File: config.mk
export PLATFORM = sky130hd
export DESIGN_NAME = sram_ctrl
export DESIGN_NICKNAME = d
export VERILOG_FILES = /design/src/rtl/sram_ctrl.sv
export SDC_FILE = /design/constraint.sdc
export NUM_CORES = 1
export LEC_CHECK = 0
export BUFFER_PORTS_ARGS = -buffer_cell sky130_fd_sc_hd__buf_2
export CAP_MARGIN = 5
export CORE_MARGIN = 4
export CORE_UTILIZATION = 46
export DETAILED_ROUTE_END_ITERATION = 12
export PLACE_DENSITY_LB_ADDON = 0.15
export SLEW_MARGIN = 10
export SYNTH_ARGS = -nofsm -noshare
export SYNTH_HDL_FRONTEND = slang
export SYNTH_SLANG_ARGS = --single-unit
File: constraint.sdc
create_clock -name clk -period 2.7 [get_ports clk]
set_input_delay 0.54 -clock clk [delete_from_list [all_inputs] [get_ports clk]]
set_output_delay 0.54 -clock clk [all_outputs]
set_load 0.02 [all_outputs]
File: src/rtl/sram_ctrl.sv
// sram_ctrl: commits the acquisition write stream to an asynchronous SRAM and serves host reads.
// Writes always preempt reads. Define SRAM_CTRL_WR_CNT_EN to add the committed-write counter.
module sram_ctrl #(
   parameter int RAM_DATA_W     = 16,
   parameter int RAM_ADDR_W     = 19,
   parameter int RD_WAIT_CYCLES = 2,
   parameter int TURN_CYCLES    = 1
) (
   input  logic                  clk,
   input  logic                  rst,
   input  logic                  wr_en,
   input  logic [RAM_ADDR_W-1:0] wr_addr,
   input  logic [RAM_DATA_W-1:0] wr_data,
   input  logic                  rd_req,
   input  logic [RAM_ADDR_W-1:0] rd_addr,
   output logic                  rd_valid,
   output logic [RAM_DATA_W-1:0] rd_data,
   output logic                  rd_busy,
   output logic [RAM_ADDR_W-1:0] ram_addr,
   output logic [RAM_DATA_W-1:0] ram_data_o,
   input  logic [RAM_DATA_W-1:0] ram_data_i,
   output logic                  ram_data_oe,
   output logic                  ram_we_n,
   output logic                  ram_oe_n,
   output logic                  ram_ce_n
`ifdef SRAM_CTRL_WR_CNT_EN
   ,
   input  logic                  wr_cnt_clr,
   output logic [RAM_ADDR_W:0]   wr_cnt
`endif
);
   localparam int WAIT_W = $clog2(RD_WAIT_CYCLES + 1);
   localparam int TURN_W = $clog2(TURN_CYCLES + 1);
   localparam logic [WAIT_W-1:0] WAIT_LAST = WAIT_W'(RD_WAIT_CYCLES - 2);
   localparam logic [TURN_W-1:0] TURN_LAST = TURN_W'(TURN_CYCLES - 1);

   typedef enum logic [2:0] {
      ST_IDLE     = 3'd0,
      ST_TURN     = 3'd1,
      ST_RD_SETUP = 3'd2,
      ST_RD_WAIT  = 3'd3,
      ST_RD_DONE  = 3'd4
   } state_t;

   state_t                state_r, state_s;
   logic [WAIT_W-1:0]     wait_cnt_r, wait_cnt_s;
   logic [TURN_W-1:0]     turn_cnt_r, turn_cnt_s;
   logic                  accept_s, rd_path_s;
   logic [RAM_ADDR_W-1:0] ram_addr_r, ram_addr_s;
   logic [RAM_DATA_W-1:0] ram_data_o_r, ram_data_o_s;
   logic                  ram_data_oe_r, ram_data_oe_s;
   logic                  ram_we_n_r, ram_we_n_s;
   logic                  ram_oe_n_r, ram_oe_n_s;
   logic                  ram_ce_n_r, ram_ce_n_s;
   logic                  rd_valid_r, rd_valid_s;
   logic [RAM_DATA_W-1:0] rd_data_r, rd_data_s;
   logic                  rd_busy_r, rd_busy_s;

   // Next-state, counters and next values of every registered output.
   always_comb begin
      state_s    = state_r;
      wait_cnt_s = wait_cnt_r;
      turn_cnt_s = turn_cnt_r;
      accept_s   = 1'b0;
      case (state_r)
         ST_IDLE: begin
            if (rd_req) begin
               accept_s = 1'b1;
               if (wr_en || !ram_we_n_r) begin
                  state_s    = ST_TURN;
                  turn_cnt_s = '0;
               end else begin
                  state_s = ST_RD_SETUP;
               end
            end else begin
               state_s = ST_IDLE;
            end
         end
         ST_TURN: begin
            // a cycle only counts as idle once the bus has stopped writing
            if (wr_en || !ram_we_n_r) begin
               turn_cnt_s = '0;
            end else if (turn_cnt_r == TURN_LAST) begin
               state_s    = ST_RD_SETUP;
               turn_cnt_s = '0;
            end else begin
               turn_cnt_s = turn_cnt_r + TURN_W'(1);
            end
         end
         ST_RD_SETUP: begin
            if (wr_en) begin
               state_s    = ST_TURN;
               turn_cnt_s = '0;
            end else if (RD_WAIT_CYCLES == 1) begin
               state_s = ST_RD_DONE;
            end else begin
               state_s    = ST_RD_WAIT;
               wait_cnt_s = '0;
            end
         end
         ST_RD_WAIT: begin
            if (wr_en) begin
               state_s    = ST_TURN;
               turn_cnt_s = '0;
            end else if (wait_cnt_r == WAIT_LAST) begin
               state_s = ST_RD_DONE;
            end else begin
               wait_cnt_s = wait_cnt_r + WAIT_W'(1);
            end
         end
         ST_RD_DONE: begin
            if (wr_en) begin
               state_s    = ST_TURN;
               turn_cnt_s = '0;
            end else begin
               state_s = ST_IDLE;
            end
         end
         default: begin
            state_s = ST_IDLE;
         end
      endcase

      rd_path_s = (state_s == ST_RD_SETUP) || (state_s == ST_RD_WAIT) || (state_s == ST_RD_DONE);
      ram_addr_s   = ram_addr_r;
      ram_data_o_s = ram_data_o_r;
      if (wr_en) begin
         ram_addr_s    = wr_addr;
         ram_data_o_s  = wr_data;
         ram_data_oe_s = 1'b1;
         ram_we_n_s    = 1'b0;
         ram_oe_n_s    = 1'b1;
         ram_ce_n_s    = 1'b0;
      end else if (rd_path_s) begin
         ram_addr_s    = rd_addr;
         ram_data_oe_s = 1'b0;
         ram_we_n_s    = 1'b1;
         ram_oe_n_s    = 1'b0;
         ram_ce_n_s    = 1'b0;
      end else begin
         ram_data_oe_s = 1'b0;
         ram_we_n_s    = 1'b1;
         ram_oe_n_s    = 1'b1;
         ram_ce_n_s    = 1'b1;
      end

      if ((state_r == ST_RD_DONE) && !wr_en) begin
         rd_valid_s = 1'b1;
         rd_data_s  = ram_data_i;
      end else begin
         rd_valid_s = 1'b0;
         rd_data_s  = rd_data_r;
      end

      // busy covers the rd_valid cycle and drops on the following edge
      if (accept_s) begin
         rd_busy_s = 1'b1;
      end else if (rd_valid_r) begin
         rd_busy_s = 1'b0;
      end else begin
         rd_busy_s = rd_busy_r;
      end
   end

   // State and output registers.
   always_ff @(posedge clk or posedge rst) begin
      if (rst) begin
         state_r       <= ST_IDLE;
         wait_cnt_r    <= '0;
         turn_cnt_r    <= '0;
         ram_addr_r    <= '0;
         ram_data_o_r  <= '0;
         ram_data_oe_r <= 1'b0;
         ram_we_n_r    <= 1'b1;
         ram_oe_n_r    <= 1'b1;
         ram_ce_n_r    <= 1'b1;
         rd_valid_r    <= 1'b0;
         rd_data_r     <= '0;
         rd_busy_r     <= 1'b0;
      end else begin
         state_r       <= state_s;
         wait_cnt_r    <= wait_cnt_s;
         turn_cnt_r    <= turn_cnt_s;
         ram_addr_r    <= ram_addr_s;
         ram_data_o_r  <= ram_data_o_s;
         ram_data_oe_r <= ram_data_oe_s;
         ram_we_n_r    <= ram_we_n_s;
         ram_oe_n_r    <= ram_oe_n_s;
         ram_ce_n_r    <= ram_ce_n_s;
         rd_valid_r    <= rd_valid_s;
         rd_data_r     <= rd_data_s;
         rd_busy_r     <= rd_busy_s;
      end
   end

   assign ram_addr    = ram_addr_r;
   assign ram_data_o  = ram_data_o_r;
   assign ram_data_oe = ram_data_oe_r;
   assign ram_we_n    = ram_we_n_r;
   assign ram_oe_n    = ram_oe_n_r;
   assign ram_ce_n    = ram_ce_n_r;
   assign rd_valid    = rd_valid_r;
   assign rd_data     = rd_data_r;
   assign rd_busy     = rd_busy_r;

`ifdef SRAM_CTRL_WR_CNT_EN
   localparam int CNT_W = RAM_ADDR_W + 1;
   logic [CNT_W-1:0] wr_cnt_r;

   // Saturating count of cycles the SRAM is being written; clear wins.
   always_ff @(posedge clk or posedge rst) begin
      if (rst) begin
         wr_cnt_r <= '0;
      end else if (wr_cnt_clr) begin
         wr_cnt_r <= '0;
      end else if (!ram_we_n_r && !(&wr_cnt_r)) begin
         wr_cnt_r <= wr_cnt_r + CNT_W'(1);
      end else begin
         wr_cnt_r <= wr_cnt_r;
      end
   end

   assign wr_cnt = wr_cnt_r;
`endif
endmodule

Word-level counts from Yosys, hierarchy flattened
Cells that the tools add are included.

Word-level logic and storage cells: 73. Register bits: 63. Input port bits: 74.

Reductions and logical operators: 15. Equal/unequal tests: 13. Add/sub/neg operators: 2. Muxes and demuxes: 31.

Operators by type and width (count): 19-bit 2-to-1 mux (2); 1-bit 2-to-1 mux (16); 3-bit 2-to-1 mux (5); 3-bit case mux with 5 select lines (1); 3-bit by 2-bit equality test with 1-bit output (second input constant) (4); 2-bit 2-to-1 mux (5); 2-bit inequality test (second input constant) (5); 4-bit AND reduction (2); 3-bit equality test (second input constant) (2); 2-bit nonzero test (3); 2-bit case mux with 2 select lines (1); 3-bit by 1-bit equality test with 1-bit output (second input constant) (1); 3-bit zero test (1); 1-bit logical OR (3); 1-bit case mux with 3 select lines (1); 3-bit nonzero test (1); 3-bit OR reduction (1); 2-bit by 1-bit adder with 2-bit output (second input constant) (1); 1-bit zero test (2); 2-bit zero test (1); 2-bit by 1-bit inequality test with 1-bit output (second input constant) (1); 1-bit adder (second input constant) (1); 1-bit logical AND (1).

Longest topological paths before layout
Gate-level depths: netlist of run 1.

Depth after elaboration: 10. Mapped depth: 6. Depth with buffers taken out: 5.

Least setup slack after synthesis of run 1
Ideal clock, no wire load.

Path kind: in2reg. From: input port rd_req. To: register ram_addr_r[10] (netlist: ram_addr[10]). Arrival time: 1.549 ns. Stages on the path: 4. Setup slack: 1.026 ns. Required time: 2.575 ns. Path through: or2_1 > a221o_2 > buf_6 > mux2_4.

Word-level cells in the longest chain between the ends: 6. Elaborated cells on any way between the ends: 8.

Ends and longest elaborated chain: start: declaration (RTL line 14) `input logic rd_req,`; 3-bit 2-to-1 mux * (RTL line 67) `if (rd_req) begin`; 3-bit case mux with 5 select lines * (RTL line 65) `case (state_r)`; 3-bit by 2-bit equality test with 1-bit output (RTL line 124) `rd_path_s = (state_s == ST_RD_SETUP) || (state_s == ST_RD_WAIT) || (state_s == ST_RD_DONE);`; 1-bit logical OR (RTL line 124); 1-bit logical OR * (RTL line 124); 2-bit nonzero test (no source line) *; end signal: assignment (RTL line 184) `ram_addr_r <= ram_addr_s;`; end: declaration (RTL line 49) `logic [RAM_ADDR_W-1:0] ram_addr_r, ram_addr_s;`.

Mark *: on every way between the ends. The rest lies on a longest branch, timed or not. A chain may end at the register's enable or synchronous reset.

Worst setup path in the final report of run 1
From: register state_r[0]. To: register ram_addr_r[0] (netlist: ram_addr[0]).

Word-level cells in the longest chain between the ends: 7. Elaborated cells on any way between the ends: 16.

Ends and longest elaborated chain: start: declaration (RTL line 45) `state_t state_r, state_s;`; start signal: assignment (RTL line 181) `state_r <= state_s;`; 3-bit 2-to-1 mux, on equally long branches (RTL line 105, 83); 3-bit 2-to-1 mux, on equally long branches (RTL line 102, 81); 3-bit case mux with 5 select lines * (RTL line 65); 3-bit by 2-bit equality test with 1-bit output (RTL line 124); 1-bit logical OR (RTL line 124); 1-bit logical OR * (RTL line 124); 2-bit nonzero test (no source line) *.

Marks and branches as above.

==> out/summary.txt, run 1 <==
status -> finished, final reports clean
Pre-antenna DRT Iters -> 4
DP HPWL -> 4040 µm
final worst-path cycle share -> 64.5%
Synth Cell Area -> 2660 µm²
min-delay worst type -> in -> async
fin util -> 64.1%
Core Box Area -> 5540 µm²
slowest stage delay, CP -> 0.44 ns
GRT Resource Usage Total -> 16.2%
met3 routed WL -> 539 µm
DP Area -> 3380 µm²
Met1 Wirelength -> 2330 µm
reg2reg end -> ram_addr[0]$_DFFE_PP0P_
Syn Nets -> 248
Crit Path Class -> reg -> reg
H-tree levels -> 3
Fill cells -> 437
Slew Viols, Final -> 0
Die Y -> 84.0 µm
clock net sink count -> 62
post-CTS resize count -> 0
Peak VDD IR -> 547 µV
clk slew on worst S/H paths -> 0.07 ns
fin area -> 3550 µm²
Slew headroom -> 63.7%
post-place setup slack -> 0.617 ns
Final ANT Viol Nets -> 0
initial antenna violation count -> 0
R2R Setup Slk -> 0.96 ns
unique cell type count in the Yosys netlist -> 28
number of global-route vias before repair -> 1,974
Hold Buf Count CTS -> 0
Setup Skew -> 0.00734 ns
Final Setup Violations -> 0
Post-Syn Instances -> 173
Ant. Diodes -> 0
fmax -> 0.575 GHz
CTS tree -> done
fin nets -> 385
first-pass GRT wire length -> 9150 µm
CTS max path bufs -> 2
vias -> 1,852
largest fanout on the critical path -> 20
WP data required -> 2.91 ns
Worst-Margin Slew -> 0.545 ns
worst-path cell chain -> or2_1, a221o_2, buf_4, mux2_4
Setup Fix Bufs, Post-CTS -> 0
IO buf count -> 130
CTS Buf Count -> 9
leakage -> 1.88 nW
RSZ-0062 raised after global routing -> false
R2R depth -> 4
reg2reg start -> state_r[0]$_DFF_PP0_
sequential cell area -> 1560 µm²
Detailed Route Iter0 Violations -> 72
synth-to-layout area growth -> 33.6%
post-layout min period -> 1.74 ns
sequential area share after synthesis -> 58.5%
max-cap violation count -> 0
later-pin clock latency in the skew report -> 0.33 ns
Initial Utilization -> 48.0%
I/O pin count -> 131
Worst path top cell family by delay -> flip-flops
CP startpoint kind -> flip-flop
met2 WL post-DR -> 2540 µm
P per Cell Area -> 783 nW/µm²
Die W -> 84.0 µm
via/cell ratio -> 4.79
Worst Path Buf+Inv -> 1
syn_area_per_cell -> 15.4 µm²
Power, Total -> 2.78 mW
DRC violations left -> 0
std cell rows -> 27
commonest non-fill, non-tap cell in the layout -> buf_2
Worst path slowest cell -> dfrtp_1
area used by multi-input combinational logic -> 1020 µm²
top sig layer -> met4
layout cells sized above 1 -> 71.1%
Root Driver -> clkbuf_8
WL/cell -> 14.2 µm
Final WS setup -> 0.960 ns
Setup TNS -> 0 ns
routed wire length -> 5490 µm
FF+latch count, synth -> 62
warnings from Yosys -> 0
Final GP Congestion -> 0.783
die area -> 7060 µm²
total grt overflow -> 0
Critical Path Sink Type -> flip-flop
most frequent cells in the layout -> buf_2 (130), dfrtp_1 (59), mux2_2 (51), mux2_4 (19), clkbuf_8 (11)
pin count of the biggest net entering global routing -> 27
Worst EP arrival -> 1.95 ns
Hold Fails Final Rpt -> 0
-- cells in the mapped netlist --
library cell	number	area (µm²)
or2_1	1	6.26
buf_1	2	7.51
ha_1	1	12.5
a41oi_1	1	8.76
inv_1	7	26.3
o21a_1	1	7.51
nand3_1	1	5.00
buf_6	2	22.5
a221o_2	1	11.3
buf_4	1	7.51
nor2b_1	2	12.5
mux2_4	19	285
buf_2	4	20.0
a211oi_1	1	7.51
and3_1	1	6.26
a31oi_1	1	6.26
nor2_1	4	15.0
dfrtp_1	59	1480
o21ai_0	1	5.00
mux2_2	51	574
nand2b_1	1	6.26
nand2_1	2	7.51
nor3_1	1	5.00
dfstp_2	3	78.8
a21oi_1	2	10.0
nor4b_1	1	8.76
a32o_1	1	10.0
a31o_2	1	8.76
-- per-stage QoR --
stage               cells  hold slack (ns)
floorplan             173            0.471
global placement      371            0.476
detailed placement    371            0.487
CTS                   387            0.250
global route          387            0.283
finish                387            0.243
-- layout make-up --
type | instances | area share (%)
repair buffers | 135 | 19.4
flip-flops and latches | 62 | 43.8
inverters | 7 | 0.740
clock inverters | 2 | 0.282
multi-input cells | 95 | 28.7
clock buffers | 14 | 4.58
well taps | 72 | 2.54
-- worst register-to-register path: cells and delay by family, from the launching register on --
family	cells	cell delay, ns
flops	1	0.44
mux	1	0.34
compound gates	1	0.33
simple gates	1	0.27
buf+inv	1	0.25
-- per-layer routing --
metal / up-vias / GRT usage [%]
met3: 8 / 6.42
met4: 0 / 6.58
met2: 82 / 25.3
met5: - / 0
met1: 881 / 19.9
li1: 881 / -
-- sequential cells by signal, summed over array words and instances, names as in the netlist, 2 cells and up --
register / count
ram_addr: 19
ram_data_o: 16
rd_data: 16
state_r: 3
wait_cnt_r: 2
-- where the power goes --
group / switching, mW / total [mW] / internal [mW]
clock: 0.319 / 0.700 / 0.381
sequential: 0.108 / 1.24 / 1.13
combinational: 0.453 / 0.845 / 0.392
total: 0.881 / 2.78 / 1.90
-- how the worst max path moves through the flow --
stage                               from                       end  slack, ns  cells after the start
finish              state_r[0]$_DFF_PP0_   ram_addr[0]$_DFFE_PP0P_       0.96                      4
global route        state_r[0]$_DFF_PP0_   ram_addr[3]$_DFFE_PP0P_       0.91                      4
CTS                 state_r[0]$_DFF_PP0_   ram_addr[3]$_DFFE_PP0P_       0.96                      4
detailed placement                 wr_en  ram_addr[12]$_DFFE_PP0P_       0.62                      4
global placement                   wr_en  ram_addr[12]$_DFFE_PP0P_       0.67                      4
floorplan                            rst   ram_addr[0]$_DFFE_PP0P_       0.62                      1
-- logic make-up after synthesis --
group	synth area share, %
fa+ha+maj	0.471
compound gates	2.82
buf+inv	3.15
mux	32.3
simple gates	2.73
flops	58.5
Power figures use the tool's default switching activity.
==> run 2: changes to the inputs <==
==> constraint.sdc (replaced) <==
create_clock -name clk -period 1.7 [get_ports clk]
set_input_delay 0.34 -clock clk [delete_from_list [all_inputs] [get_ports clk]]
set_output_delay 0.34 -clock clk [all_outputs]
set_load 0.02 [all_outputs]
==> run 2 against run 1 <==
Against the previous run:
- clock-buffer cell count fell by 5
- utilization is 2.0 points higher
- first-iteration DRC count shrank 72%
- clock power rose by 79%
- power is 66% higher
- fmax is 8.7% higher
- sequential power is 56% higher
- die area stayed put
- routed wire length up 3.5%
- worst setup slack got worse by 0.86 ns
- sequential share of layout area fell by 1.3 points
- global-route usage is 0.48 points higher
- critical path type unchanged
- largest cell class unchanged
- highest routed layer unchanged
==> out/summary.txt, run 2 (synthesis results as in run 1) <==
Final ANT Viol Nets -> 0 (unchanged)
H-tree levels -> 3 (unchanged)
NetSw -> 1.49 mW (was 881 µW)
P per Cell Area -> 1260 nW/µm² (was 783 nW/µm²)
Root Driver -> clkbuf_8 (unchanged)
later-pin clock latency in the skew report -> 0.33 ns (about the same)
layout cells sized above 1 -> 72.4% (was 71.1%)
reg2reg end -> ram_addr[2]$_DFFE_PP0P_ (was ram_addr[0]$_DFFE_PP0P_)
placed insts -> 375 (was 371)
Final GP Congestion -> 0.719 (was 0.783)
Crit Path Class -> reg -> reg (unchanged)
share of total power in the clock network -> 27.0% (was 25.2%)
fin cells -> 391 (was 387)
final worst-path cycle share -> 94.2% (was 64.5%)
synth-to-layout area growth -> 37.7% (was 33.6%)
Die W -> 84.0 µm (unchanged)
Slew Viols, Final -> 0 (unchanged)
CTS max path bufs -> 2 (unchanged)
die area -> 7060 µm² (unchanged)
Final Setup Violations -> 0 (unchanged)
clk slew on worst S/H paths -> 0.08 ns (was 0.07 ns)
CTS Buf Count -> 9 (unchanged)
Worst-Margin Slew -> 0.474 ns (was 0.545 ns)
Worst Hold Slack -> 0.0112 ns (was 0.243 ns)
WL/cell -> 14.5 µm (was 14.2 µm)
status -> finished, final reports clean (unchanged)
Slew headroom -> 68.0% (was 63.7%)
fmax -> 0.625 GHz (was 0.575 GHz)
Sw Ratio -> 32.3% (was 31.6%)
GRT Resource Usage Total -> 16.6% (was 16.2%)
CP startpoint kind -> flip-flop (unchanged)
Initial Utilization -> 48.0% (unchanged)
IO buf count -> 130 (unchanged)
Seq pwr share -> 42.0% (was 44.5%)
Largest register FFs -> 19 (unchanged)
Pre-antenna DRT Iters -> 4 (unchanged)
post-CTS resize count -> 0 (unchanged)
Pint -> 3.13 mW (was 1.90 mW)
Logic pwr share -> 31.0% (was 30.4%)
routed wire length -> 5680 µm (was 5490 µm)
commonest non-fill, non-tap cell in the layout -> buf_2 (unchanged)
via/cell ratio -> 4.78 (was 4.79)
max-cap violation count -> 0 (unchanged)
R2R Setup Slk -> 0.1 ns (was 0.96 ns)
leakage -> 1.91 nW (was 1.88 nW)
Die Y -> 84.0 µm (unchanged)
R2R depth -> 4 (unchanged)
min-delay worst type -> in -> async (unchanged)
I/O pin count -> 131 (unchanged)
initial antenna violation count -> 0 (unchanged)
RSZ-0062 raised after global routing -> false (unchanged)
Setup Skew -> 0.0123 ns (was 0.00734 ns)
first-pass GRT wire length -> 9380 µm (was 9150 µm)
WP data required -> 1.91 ns (was 2.91 ns)
clock net sink count -> 62 (unchanged)
reg2reg start -> state_r[0]$_DFF_PP0_ (unchanged)
Hold Fails Final Rpt -> 0 (unchanged)
largest fanout on the critical path -> 20 (unchanged)
Setup Fix Bufs, Post-CTS -> 0 (unchanged)
number of global-route vias before repair -> 2,000 (was 1,974)
pin count of the biggest net entering global routing -> 34 (was 27)
vias -> 1,868 (was 1,852)
Ant. Diodes -> 0 (unchanged)
Critical Path Sink Type -> flip-flop (unchanged)
CTS tree -> done (unchanged)
fin nets -> 389 (was 385)
Setup TNS -> 0 ns (unchanged)
Power, Total -> 4.63 mW (was 2.78 mW)
fin area -> 3660 µm² (was 3550 µm²)
DP Area -> 3460 µm² (was 3380 µm²)
Hold Buf Count CTS -> 0 (unchanged)
Peak VDD IR -> 866 µV (was 547 µV)
most frequent cells in the layout -> buf_2 (130), dfrtp_1 (59), mux2_2 (51), mux2_4 (19), clkbuf_8 (9) (was buf_2 (130), dfrtp_1 (59), mux2_2 (51), mux2_4 (19), clkbuf_8 (11))
DP HPWL -> 4250 µm (was 4040 µm)
Detailed Route Iter0 Violations -> 20 (was 72)
std cell rows -> 27 (unchanged)
Worst EP arrival -> 1.81 ns (was 1.95 ns)
post-layout min period -> 1.60 ns (was 1.74 ns)
total grt overflow -> 0 (unchanged)
Core Box Area -> 5540 µm² (unchanged)
DRC violations left -> 0 (unchanged)
==> run 2: layout make-up <==
cell class | instances | area [µm²]
clock inverters | 7 | 75.1
inverters | 7 | 30.0
well taps | 72 | 90.1
multi-input cells | 95 | 1020
fillers | 447 | 1880
clock buffers | 9 | 124
flip-flops and latches | 62 | 1560
repair buffers | 139 | 768
==> run 2: power by group through the flow <==
stage / combinational (mW) / sequential [mW] / clock [mW]
floorplan: 0.578 / 2.31 / 0
global placement: 1.40 / 1.96 / 0
detailed placement: 1.44 / 1.97 / 0
CTS: 1.46 / 1.94 / 1.30
global route: 1.54 / 1.99 / 1.38
finish: 1.43 / 1.94 / 1.25
==> run 2: critical path: stages (launching register included) <==
cell	delay [ns]
dfrtp_1	0.39
or2_1	0.24
a221o_2	0.36
buf_12	0.18
mux2_4	0.31
==> run 2: stage by stage <==
| stage | worst slack, ns | util, % |
|---|---|---|
| final | 0.0993 | 66.1 |
| after floorplan | 0.123 | - |
| after detailed placement | 0.0533 | 62.5 |
| after CTS | 0.109 | 66.1 |
| after global placement | 0.0776 | 62.5 |
| after global routing | 0.0340 | 66.1 |
==> run 2: worst max path at each step <==
stage                         startpoint  slack, ns                       end  cells past startpoint
floorplan           state_r[0]$_DFF_PP0_       0.12  ram_addr[10]$_DFFE_PP0P_                      4
global placement                  rd_req       0.08  ram_addr[16]$_DFFE_PP0P_                      5
detailed placement                rd_req       0.05   ram_addr[5]$_DFFE_PP0P_                      5
CTS                 state_r[0]$_DFF_PP0_       0.11   ram_addr[2]$_DFFE_PP0P_                      4
global route        state_r[0]$_DFF_PP0_       0.03    rd_data[5]$_DFFE_PP0P_                      5
finish              state_r[0]$_DFF_PP0_        0.1   ram_addr[2]$_DFFE_PP0P_                      4
==> run 2: layer usage <==
| metal | vias up | wire, µm | part of all wire [%] | global-route usage, % |
|---|---|---|---|---|
| met1 | 894 | 2320 | 41 | 19.6 |
| met3 | 8 | 505 | 8.9 | 7.01 |
| met2 | 74 | 2790 | 49 | 26.9 |
| met5 | - | 0 | 0 | 0 |
| li1 | 892 | - | - | - |
| met4 | 0 | 67 | 1.2 | 6.58 |
==> run 3: changes to the inputs <==
--- a/config.mk
+++ b/config.mk
@@ -9,8 +9,9 @@
 export CAP_MARGIN = 5
 export CORE_MARGIN = 4
 export CORE_UTILIZATION = 46
+export CTS_CLUSTER_SIZE = 30
 export DETAILED_ROUTE_END_ITERATION = 12
-export PLACE_DENSITY_LB_ADDON = 0.15
+export PLACE_DENSITY_LB_ADDON = 0.12
 export SLEW_MARGIN = 10
 export SYNTH_ARGS = -nofsm -noshare
 export SYNTH_HDL_FRONTEND = slang
==> run 3 against run 2 <==
Against the previous run:
- utilization grew 0.36 points
- via count is 0.70% lower
- sequential power about the same
- clock skew fell by 0.0074 ns
- clock power is 17% higher
- global-route usage grew 0.24 points
- flip-flop and latch count is the same
- fmax is 1.7% higher
==> out/summary.txt, run 3 (synthesis results as in run 1) <==
post-CTS resize count -> 0 (unchanged)
Worst Hold Slack -> 0.0900 ns (was 0.0112 ns)
WP data required -> 1.91 ns (about the same)
R2R Setup Slk -> 0.13 ns (was 0.1 ns)
vias -> 1,855 (was 1,868)
commonest non-fill, non-tap cell in the layout -> buf_2 (unchanged)
Worst EP arrival -> 1.78 ns (was 1.81 ns)
fin nets -> 387 (was 389)
DP HPWL -> 4070 µm (was 4250 µm)
final worst-path cycle share -> 92.6% (was 94.2%)
Setup Fix Bufs, Post-CTS -> 0 (unchanged)
reg2reg start -> state_r[0]$_DFF_PP0_ (unchanged)
H-tree levels -> 3 (unchanged)
Largest register FFs -> 19 (unchanged)
Die W -> 84.0 µm (unchanged)
clk slew on worst S/H paths -> 0.07 ns (was 0.08 ns)
Final GP Congestion -> 0.713 (was 0.719)
RSZ-0062 raised after global routing -> false (unchanged)
routed wire length -> 5530 µm (was 5680 µm)
CTS Buf Count -> 9 (unchanged)
Slew headroom -> 74.3% (was 68.0%)
Critical Path Start -> state_r[0]$_DFF_PP0_ (unchanged)
largest fanout on the critical path -> 20 (unchanged)
reg2reg end -> ram_addr[13]$_DFFE_PP0P_ (was ram_addr[2]$_DFFE_PP0P_)
I/O pin count -> 131 (unchanged)
IO buf count -> 130 (unchanged)
fmax -> 0.635 GHz (was 0.625 GHz)
Hold Fails Final Rpt -> 0 (unchanged)
Final ANT Viol Nets -> 0 (unchanged)
Pre-antenna DRT Iters -> 4 (unchanged)
later-pin clock latency in the skew report -> 0.32 ns (was 0.33 ns)
pin count of the biggest net entering global routing -> 63 (was 34)
Core Box Area -> 5540 µm² (unchanged)
min-delay worst type -> in -> async (unchanged)
most frequent cells in the layout -> buf_2 (130), dfrtp_1 (59), mux2_2 (51), mux2_4 (19), clkbuf_8 (12) (was buf_2 (130), dfrtp_1 (59), mux2_2 (51), mux2_4 (19), clkbuf_8 (9))
Ant. Diodes -> 0 (unchanged)
Fill cells -> 413 (was 447)
P per Cell Area -> 1310 nW/µm² (was 1260 nW/µm²)
WL/cell -> 14.2 µm (was 14.5 µm)
Worst-Margin Slew -> 0.381 ns (was 0.474 ns)
leakage -> 1.93 nW (was 1.91 nW)
CTS max path bufs -> 2 (unchanged)
Initial Utilization -> 48.0% (unchanged)
status -> finished, final reports clean (unchanged)
via/cell ratio -> 4.77 (was 4.78)
Die Y -> 84.0 µm (unchanged)
R2R depth -> 4 (unchanged)
Peak VDD IR -> 758 µV (was 866 µV)
Crit Path Class -> reg -> reg (unchanged)
synth-to-layout area growth -> 38.5% (was 37.7%)
Detailed Route Iter0 Violations -> 54 (was 20)
post-layout min period -> 1.57 ns (was 1.60 ns)
clock net sink count -> 62 (unchanged)
total grt overflow -> 0 (unchanged)
DRC violations left -> 0 (unchanged)
number of global-route vias before repair -> 2,010 (was 2,000)
Critical Path Sink Type -> flip-flop (unchanged)
CTS tree -> done (unchanged)
Setup TNS -> 0 ns (unchanged)
layout cells sized above 1 -> 71.9% (was 72.4%)
Root Driver -> clkbuf_8 (unchanged)
std cell rows -> 27 (unchanged)
initial antenna violation count -> 0 (unchanged)
CP startpoint kind -> flip-flop (unchanged)
die area -> 7060 µm² (unchanged)
Final Setup Violations -> 0 (unchanged)
Setup Skew -> 0.00491 ns (was 0.0123 ns)
first-pass GRT wire length -> 9560 µm (was 9380 µm)
Hold Buf Count CTS -> 0 (unchanged)
max-cap violation count -> 0 (unchanged)
Slew Viols, Final -> 0 (unchanged)
GRT Resource Usage Total -> 16.9% (was 16.6%)
==> run 3: changes by cell type in the layout (fill, tap and decap cells not counted), sizes merged <==
cell      change
buf           -2
bufinv        +1
clkbuf        +4
clkinv        -2
clkinvlp      -3
==> run 3: how the worst max path moves through the flow <==
stage	to	depth (start not counted)
detailed placement	ram_addr[1]$_DFFE_PP0P_	5
CTS	ram_addr[6]$_DFFE_PP0P_	4
floorplan	ram_addr[10]$_DFFE_PP0P_	4
global route	rd_data[2]$_DFFE_PP0P_	5
global placement	ram_addr[10]$_DFFE_PP0P_	5
finish	ram_addr[13]$_DFFE_PP0P_	4
==> run 3: final cells by class <==
cell class                 instances  area, µm²  area share, %
inverter                           7       30.0          0.815
sequential                        62       1560           42.2
tap                               72       90.1           2.45
multi-input combinational         95       1020           27.7
clock buffer                      13        169           4.59
clock inverter                     3       65.1           1.77
timing repair buffer             137        753           20.5
==> run 3: per-layer routing <==
layer,vias to the layer above,part of all wire (%),GRT usage [%]
li1,889,-,-
met5,-,0,0
met1,881,44,21.7
met3,7,7.6,4.64
met4,0,1.3,8.33
met2,78,47,26.3
==> run 3: power by group <==
part           leakage [nW]  switching (mW)  internal [mW]
combinational          1.05           0.739          0.655
clock                 0.120           0.520          0.944
sequential            0.756           0.164           1.79
==> run 3: worst max-delay path, cell delays in order, from the launching register on <==
cell     delay [ns]
dfrtp_1        0.37
or2_1          0.24
a221o_2        0.36
buf_12         0.18
mux2_4         0.30
==> run 3: metrics by stage <==
| step | power [mW] | cells | setup WS, ns | utilization, % | area, µm² |
|---|---|---|---|---|---|
| after CTS | 4.89 | 389 | 0.120 | 66.5 | 3680 |
| after floorplan | 2.89 | 173 | 0.123 | - | 2660 |
| after global routing | 5.10 | 389 | 0.0346 | 66.5 | 3680 |
| after detailed placement | 3.39 | 373 | 0.0557 | 62.2 | 3450 |
| after global placement | 3.36 | 373 | 0.0772 | 62.2 | 3450 |
| final | 4.82 | 389 | 0.126 | 66.5 | 3680 |
